<file path="src/rtl/pipe_hazard_ctrl.sv">
// pipe_hazard_ctrl: ID-side hazard unit for the 5-stage core.
// Tracks in-flight destinations after ID, detects RAW hazards and produces
// stall / bubble / flush controls, EXE forwarding selects and event counters.
module pipe_hazard_ctrl #(
   parameter  int unsigned RFW       = 5,
   parameter  int unsigned NSTAGES   = 3,
   parameter  int unsigned FWD_EN    = 1,
   parameter  int unsigned WB_BYPASS = 1,
   parameter  int unsigned CNTW      = 16,
   localparam int unsigned SELW      = $clog2(NSTAGES + 1)
) (
   input  logic            clk,
   input  logic            start,
   input  logic            id_valid,
   input  logic [RFW-1:0]  id_rs1,
   input  logic [RFW-1:0]  id_rs2,
   input  logic            id_use1,
   input  logic            id_use2,
   input  logic [RFW-1:0]  id_rd,
   input  logic            id_we,
   input  logic            id_is_load,
   input  logic            exe_redirect,
   output logic            pc_stall,
   output logic            if_id_stall,
   output logic            id_exe_bubble,
   output logic            if_id_flush,
   output logic [SELW-1:0] fwd1_sel,
   output logic [SELW-1:0] fwd2_sel,
   output logic [CNTW-1:0] stall_cnt,
   output logic [CNTW-1:0] flush_cnt
);

   localparam logic [SELW-1:0] LAST_K = SELW'(NSTAGES - 1);

   // In-flight tracking entries: index 0 = EXE ... NSTAGES-1 = WB
   logic           r_v  [NSTAGES];
   logic [RFW-1:0] r_rd [NSTAGES];
   logic           r_we [NSTAGES];
   logic           r_ld [NSTAGES];

   logic [CNTW-1:0] r_stall_cnt;
   logic [CNTW-1:0] r_flush_cnt;

   // Per-operand view of the ID sources (0 = rs1, 1 = rs2)
   logic           w_use    [2];
   logic [RFW-1:0] w_rs     [2];
   logic           w_hit    [2];
   logic           w_hit_ld [2];
   logic [SELW-1:0] w_k     [2];
   logic           w_haz    [2];
   logic [SELW-1:0] w_sel   [2];

   logic w_stall;
   logic w_redir;
   logic w_issue;

   assign w_use[0] = id_use1;
   assign w_use[1] = id_use2;
   assign w_rs[0]  = id_rs1;
   assign w_rs[1]  = id_rs2;

   // Youngest matching entry per operand; oldest-first scan so younger hits overwrite
   always_comb begin
      for (int n = 0; n < 2; n++) begin
         w_hit[n]    = 1'b0;
         w_hit_ld[n] = 1'b0;
         w_k[n]      = '0;
         for (int k = int'(NSTAGES) - 1; k >= 0; k--) begin
            if (w_use[n] && (w_rs[n] != '0) && r_v[k] && r_we[k] && (r_rd[k] == w_rs[n])) begin
               w_hit[n]    = 1'b1;
               w_hit_ld[n] = r_ld[k];
               w_k[n]      = SELW'(k);
            end
         end
      end
   end

   // Hazard and forwarding decision per operand
   always_comb begin
      for (int n = 0; n < 2; n++) begin
         w_haz[n] = 1'b0;
         w_sel[n] = '0;
         if (w_hit[n]) begin
            if (FWD_EN != 0) begin
               // load result exists only after MEM: a load in EXE costs one bubble
               w_haz[n] = (w_k[n] == '0) && w_hit_ld[n];
               if (w_k[n] == LAST_K) begin
                  w_sel[n] = (WB_BYPASS != 0) ? '0 : SELW'(NSTAGES);
               end else begin
                  w_sel[n] = w_k[n] + SELW'(1);
               end
            end else begin
               w_haz[n] = (w_k[n] != LAST_K) || (WB_BYPASS == 0);
            end
         end
      end
   end

   assign w_stall = id_valid & (w_haz[0] | w_haz[1]) & ~start;
   assign w_redir = exe_redirect & ~start;
   assign w_issue = id_valid & ~w_stall & ~w_redir;

   // Redirect wins over stall; start silences everything
   assign pc_stall      = w_stall & ~w_redir;
   assign if_id_stall   = w_stall & ~w_redir;
   assign id_exe_bubble = w_stall | w_redir;
   assign if_id_flush   = w_redir;
   assign fwd1_sel      = start ? '0 : w_sel[0];
   assign fwd2_sel      = start ? '0 : w_sel[1];
   assign stall_cnt     = r_stall_cnt;
   assign flush_cnt     = r_flush_cnt;

   // Shift the tracking entries; entry 0 takes the issuing instruction or a bubble
   always_ff @(posedge clk) begin
      if (start) begin
         for (int k = 0; k < int'(NSTAGES); k++) begin
            r_v[k]  <= 1'b0;
            r_rd[k] <= '0;
            r_we[k] <= 1'b0;
            r_ld[k] <= 1'b0;
         end
      end else begin
         for (int k = 1; k < int'(NSTAGES); k++) begin
            r_v[k]  <= r_v[k-1];
            r_rd[k] <= r_rd[k-1];
            r_we[k] <= r_we[k-1];
            r_ld[k] <= r_ld[k-1];
         end
         r_v[0]  <= w_issue;
         r_rd[0] <= id_rd;
         r_we[0] <= id_we;
         r_ld[0] <= id_is_load;
      end
   end

   // Saturating stall / flush event counters
   always_ff @(posedge clk) begin
      if (start) begin
         r_stall_cnt <= '0;
         r_flush_cnt <= '0;
      end else begin
         if (pc_stall && (r_stall_cnt != '1)) begin
            r_stall_cnt <= r_stall_cnt + CNTW'(1);
         end
         if (w_redir && (r_flush_cnt != '1)) begin
            r_flush_cnt <= r_flush_cnt + CNTW'(1);
         end
      end
   end

endmodule
</file>
<file path="config.mk">
export PLATFORM = sky130hd
export DESIGN_NAME = pipe_hazard_ctrl
export DESIGN_NICKNAME = d
export VERILOG_FILES = /design/src/rtl/pipe_hazard_ctrl.sv
export SDC_FILE = /design/constraint.sdc
export NUM_CORES = 1
export LEC_CHECK = 0
export BUFFER_PORTS_ARGS = -buffer_cell sky130_fd_sc_hd__buf_2
export CORE_ASPECT_RATIO = 0.8
export CORE_MARGIN = 2
export CORE_UTILIZATION = 41
export DETAILED_ROUTE_END_ITERATION = 8
export GPL_ROUTABILITY_DRIVEN = 0
export PLACE_DENSITY_LB_ADDON = 0.08
export SLEW_MARGIN = 10
export SYNTH_ARGS = -nofsm -noshare
export SYNTH_HDL_FRONTEND = slang
export SYNTH_SLANG_ARGS = --single-unit
</file>
<file path="constraint.sdc">
create_clock -name clk -period 6.4 [get_ports clk]
set_clock_uncertainty 0.2 [all_clocks]
set_input_delay 0.64 -clock clk [delete_from_list [all_inputs] [get_ports clk]]
set_output_delay 0.64 -clock clk [all_outputs]
set_load 0.03 [all_outputs]
</file>
# == Yosys cells after proc, flatten, opt, wreduce, memory -nomap -nowiden ==
# Memories as Yosys holds them, arrays and structs flattened.
# Index checks and enable logic that the tools add are counted.
# word_totals
reg_bits,32
mem_bits_rw,24
out_inout_bits,40
memories,4
# op_classes
add_sub_neg,4
eq_ne,10
muxes,41
bitwise,23
reduce_logical,28
# memory_table
memory,words,width,read_ports,rd_clocked_by_memory_dff,write_ports,line_no,text
r_rd,3,5,3,0,3,37,logic [RFW-1:0] r_rd [NSTAGES];
r_ld,3,1,3,0,3,39,logic r_ld [NSTAGES];
r_v,3,1,3,0,3,36,logic r_v [NSTAGES];
r_we,3,1,3,0,3,38,logic r_we [NSTAGES];
# ops
cell,count
16-bit by 1-bit adder with 16-bit output (second input constant),2
16-bit inequality test (second input constant),2
5-bit == test,6
1-bit 2-to-1 mux,26
1-bit logical AND,24
2-bit 2-to-1 mux,12
5-bit 2-to-1 mux,3
1-bit OR,14
5-bit nonzero test,2
1-bit bitwise AND,6
2-bit by 1-bit adder with 2-bit output (second input constant),2
2-bit == test (second input constant),2
2-bit zero test,2
1-bit inverter,3

# == Longest topological paths before layout ==
# depth
depth_word,18
ltp_mapped,9
ltp_nobuf,7

# == Worst setup path after synthesis ==
# No wires, ideal clock.
# synth_timing
kind,input to output
from,input port start
to,output port fwd1_sel[0]
t_arrival_ns,2.205
required_time_ns,5.560
setup_slack_ns,3.355
stages,4
n_path_buf,3
cell_sequence,buf_6 clkbuf_1 clkbuf_1 nor4_1
# synth_via
elab_chain_len,1
# synth_lines
element,line_no,text
from (decl),13,"input logic start,"
2-bit 2-to-1 mux,108,assign fwd1_sel = start ? '0 : w_sel[0];
to (decl),27,"output logic [SELW-1:0] fwd1_sel,"
# Every way passes these cells.

# == Final worst setup path ==
# layout_timing
from,input port id_rs1[1]
to,output port id_exe_bubble
# layout_via
elab_chain_len,15
word_cells_on_any_way,30
classes_between,eq/ne: 3; mux: 10; bitwise: 4; reduce/logical: 13
# layout_lines
element,line_no,text
from (decl),15,"input logic [RFW-1:0] id_rs1,"
5-bit nonzero test,69,if (w_use[n] && (w_rs[n] != '0) && r_v[k] && r_we[k] && (r_rd[k] == w_rs[n])) begin
1-bit logical AND (4 in a row),69,
2-bit 2-to-1 mux (3 in a row),69,
2-bit zero test,86,w_haz[n] = (w_k[n] == '0) && w_hit_ld[n];
1-bit logical AND,86,
1-bit 2-to-1 mux *,83,if (w_hit[n]) begin
1-bit OR *,99,assign w_stall = id_valid & (w_haz[0] | w_haz[1]) & ~start;
1-bit bitwise AND * (2 in a row),99,
1-bit OR *,106,assign id_exe_bubble = w_stall | w_redir;
to (decl),25,"output logic id_exe_bubble,"
# Every way passes the cells marked *; elsewhere a longest branch is shown, timed or not.

==> flow_summary.toml <==
[sta]
hold_viol = 0
setup_tns_ns = 0
grt_setup_unrepaired = "false"
maxSlewHeadroom = 0.5275
worst_pin_slew_ns = 0.7086
setup_viol = 0
period_share = 0.4989
report.final.slew_viol_count = 0
finalCriticalPeriod_ns = 3.193
max_freq_mhz = 313.2

[route]
ant_nets = 0
firstDrtPassIters = 4
via_per_inst = 5.123
wl_per_cell_um = 12.72
wl_um = 5277
drt_iter0_markers = 88
routed-via-count = 2126
drc_errors = 0

[setup_path]
crit_arrival_ns = 2.35
cp_slowest_stage_delay_ns = 0.54
cp_cell_sequence = "buf_2 -> or4_1 -> o21ai_2 -> nor3_2 -> or2_1 -> a31o_2 -> buf_2"
cp-start-kind = "input port"
crit_slowest_cell = "or4_1"
critPathMostFrequentCell = "buf_2"
endpoint_kind = "output port"
r2r_setup_slack_ns = 4.12
cp.required_ns = 5.56
worst-setup-path-type = "in -> out"
worst-path-max-fanout = 7

[finish]
insertedDiodeCount = 0
layout.nets = 359
drive_gt1_frac = 0.2635
syn2layout_area_growth_pct = 18.45

[clock_network]
post_cts_buffers = 0
postCtsHoldBufs = 0
clk_pin_slew_ns = 0.09
cts_resized = 0
cts_tree = "built"
cts_max_path_buffers = 2
cts-htree-levels = 2
clk_latency_ns = 0.29
cts_buffers = 5
clockRootBuffer = "clkbuf_8"
cts_sinks = 47

[logic_synthesis]
syn_inst = 276
synth.avg_cell_area_sq_um = 8.772
syn_area_sq_mm = 0.002421
yosysWarningCount = 0
synth_async_sr_flop_share = 0
yosys.cell_types.count = 45
ys_seq_elements = 47
synth_nets = 301
synth_edf_count = 0
ys_seq_area_frac = 0.3886
synth_ff_type = "dfxtp_1"

[min_path]
hold_path.class = "reg -> reg"

[floorplan]
start_util = 0.4161
coreArea_sq_mm = 0.005818
die-area_sq_mm = 0.006540
ios = 63
fp.dieH_um = 72.73
rows = 25
die_w_um = 89.92

[power]
power_leakage_nw = 1.106
power_switching_w = 0.0001257
finalPower_w = 0.0005577
powerDensity_mw_per_mm2 = 194.5
power.share.clock = 0.375
swShare = 0.2254
p_int_w = 0.0004320
ir_drop_v = 0.0001203
seq_power_share = 0.545
comb_power_share = 0.081

[place]
io_buffers = 62
dp_hpwl_um = 3857

[grt]
grt_usage = 0.1669
first_global_vias = 1925
grt_pass1_wl_um = 8907
grt.overflow.total = 0
grt_max_degree = 33
grt_antenna_before_repair = 0

[run_status]
status = "completed"

[run]
drv_cap = 0
power groups by stage:
stage | Combinational (W) | Sequential [W] | Clock [W]
3_3_place_gp | 0.0000450 | 0.000311 | 0
3_5_place_dp | 0.0000452 | 0.000311 | 0
2_1_floorplan | 0.0000277 | 0.000311 | 0
6_report | 0.0000449 | 0.000304 | 0.000209
5_1_grt | 0.0000495 | 0.000305 | 0.000230
4_1_cts | 0.0000453 | 0.000304 | 0.000217
layer usage:
| layer | track usage | up-vias | share of wire |
|---|---|---|---|
| met1 | 0.2391 | 982 | 0.51 |
| li1 | - | 1094 | - |
| met4 | 0.05470 | 0 | 0.0083 |
| met3 | 0.03616 | 5 | 0.042 |
| met2 | 0.2525 | 45 | 0.44 |
| met5 | 0 | - | 0 |
cell usage after synthesis (2+ instances only):
library cell | count | area, sq um
or3_1 | 7 | 43.79
mux2_2 | 3 | 33.78
nand2_1 | 14 | 52.55
dfxtp_1 | 47 | 940.9
buf_6 | 3 | 33.78
a21oi_1 | 15 | 75.07
or4_1 | 8 | 60.06
and2_1 | 2 | 12.51
buf_4 | 2 | 15.01
nor3_2 | 2 | 20.02
clkbuf_1 | 7 | 26.28
nor2b_1 | 20 | 125.1
inv_1 | 8 | 30.03
and3_1 | 4 | 25.02
nor4_1 | 5 | 31.28
nand4_1 | 11 | 68.82
nor2_1 | 25 | 93.84
xor2_1 | 13 | 113.9
nand3_1 | 13 | 65.06
o21ai_2 | 2 | 17.52
o21ai_0 | 9 | 45.04
nor3_1 | 10 | 50.05
xnor2_1 | 17 | 148.9
o31ai_1 | 7 | 52.55
ha_1 | 2 | 25.02
flip-flops by register name (all words and copies together) (netlist names):
| register | count |
|---|---|
| r_rd | 10 |
| r_ld | 1 |
| r_v | 2 |
| flush_cnt | 16 |
| r_we | 2 |
| stall_cnt | 16 |
through the flow:
stage / setup slack (ns) / instance area [sq um] / hold WS, ns / util / std cells
global placement: 3.207 / 2765 / 0.2774 / 0.4753 / 408
global route: 3.135 / 2868 / 0.3104 / 0.4929 / 415
CTS: 3.196 / 2868 / 0.2859 / 0.4929 / 415
finish: 3.207 / 2868 / 0.2841 / 0.4929 / 415
floorplan: 3.355 / 2421 / 0.2594 / - / 276
detailed placement: 3.197 / 2765 / 0.2891 / 0.4753 / 408
layout by cell type, fill, tap and decap left out, drive strengths merged:
| cell type | synthesis | layout |
|---|---|---|
| a2111oi | 1 | 1 |
| ha | 2 | 2 |
| nand3 | 14 | 14 |
| or3 | 7 | 7 |
| nand4 | 11 | 11 |
| nor3b | 1 | 1 |
| a21oi | 15 | 15 |
| nand2 | 14 | 14 |
| nor4 | 5 | 5 |
| a31o | 1 | 1 |
| nor2 | 26 | 26 |
| and2 | 2 | 2 |
| mux2 | 3 | 3 |
| xnor2 | 17 | 17 |
| a311oi | 1 | 1 |
| clkbuf | 7 | 6 |
| o31ai | 7 | 7 |
| o41ai | 1 | 1 |
| nand3b | 2 | 2 |
| or3b | 1 | 1 |
| and4 | 2 | 2 |
| or4 | 9 | 9 |
| nor2b | 21 | 21 |
| dfxtp | 47 | 47 |
| nor3 | 12 | 12 |
| a41o | 1 | 1 |
| and3 | 4 | 4 |
| xor2 | 13 | 13 |
| buf | 5 | 63 |
| bufinv | 0 | 1 |
| or2 | 2 | 2 |
| inv | 8 | 8 |
| o21ai | 13 | 13 |
| or4b | 1 | 1 |
path summary, 6_finish.rpt:
kind,startpoint,to,cells past startpoint
worst max-delay path,id_rs1[1],id_exe_bubble,7
worst max register to register,r_rd[0][2],stall_cnt[10],6
worst min register to register,r_v[0][0],r_v[0][1],1
worst min-delay path,r_v[0][0],r_v[0][1],1
critical path, delay by kind of cell:
family	cells	cell delay, ns
buffers and inverters	2	0.29
AND/OR/NAND/NOR	3	0.96
AO/OA/AOI/OAI	2	0.45
final cells by class:
class	count	area, sq um
Clock inverter	1	30.03
Sequential cell	47	940.9
Timing Repair Buffer	63	317.8
Multi-Input combinational cell	209	1375
Inverter	8	30.03
Fill cell	586	2950
Clock buffer	6	72.57
Tap cell	81	101.3
kinds of logic after synthesis:
family / count (synthesis) / synth area share
compound gates: 40 / 0.1163
xor+xnor: 30 / 0.1085
fa+ha+maj: 2 / 0.01033
buf+inv: 20 / 0.04341
flops: 47 / 0.3886
mux: 3 / 0.01395
simple gates: 134 / 0.3189
(Power assumes the default switching activity.)
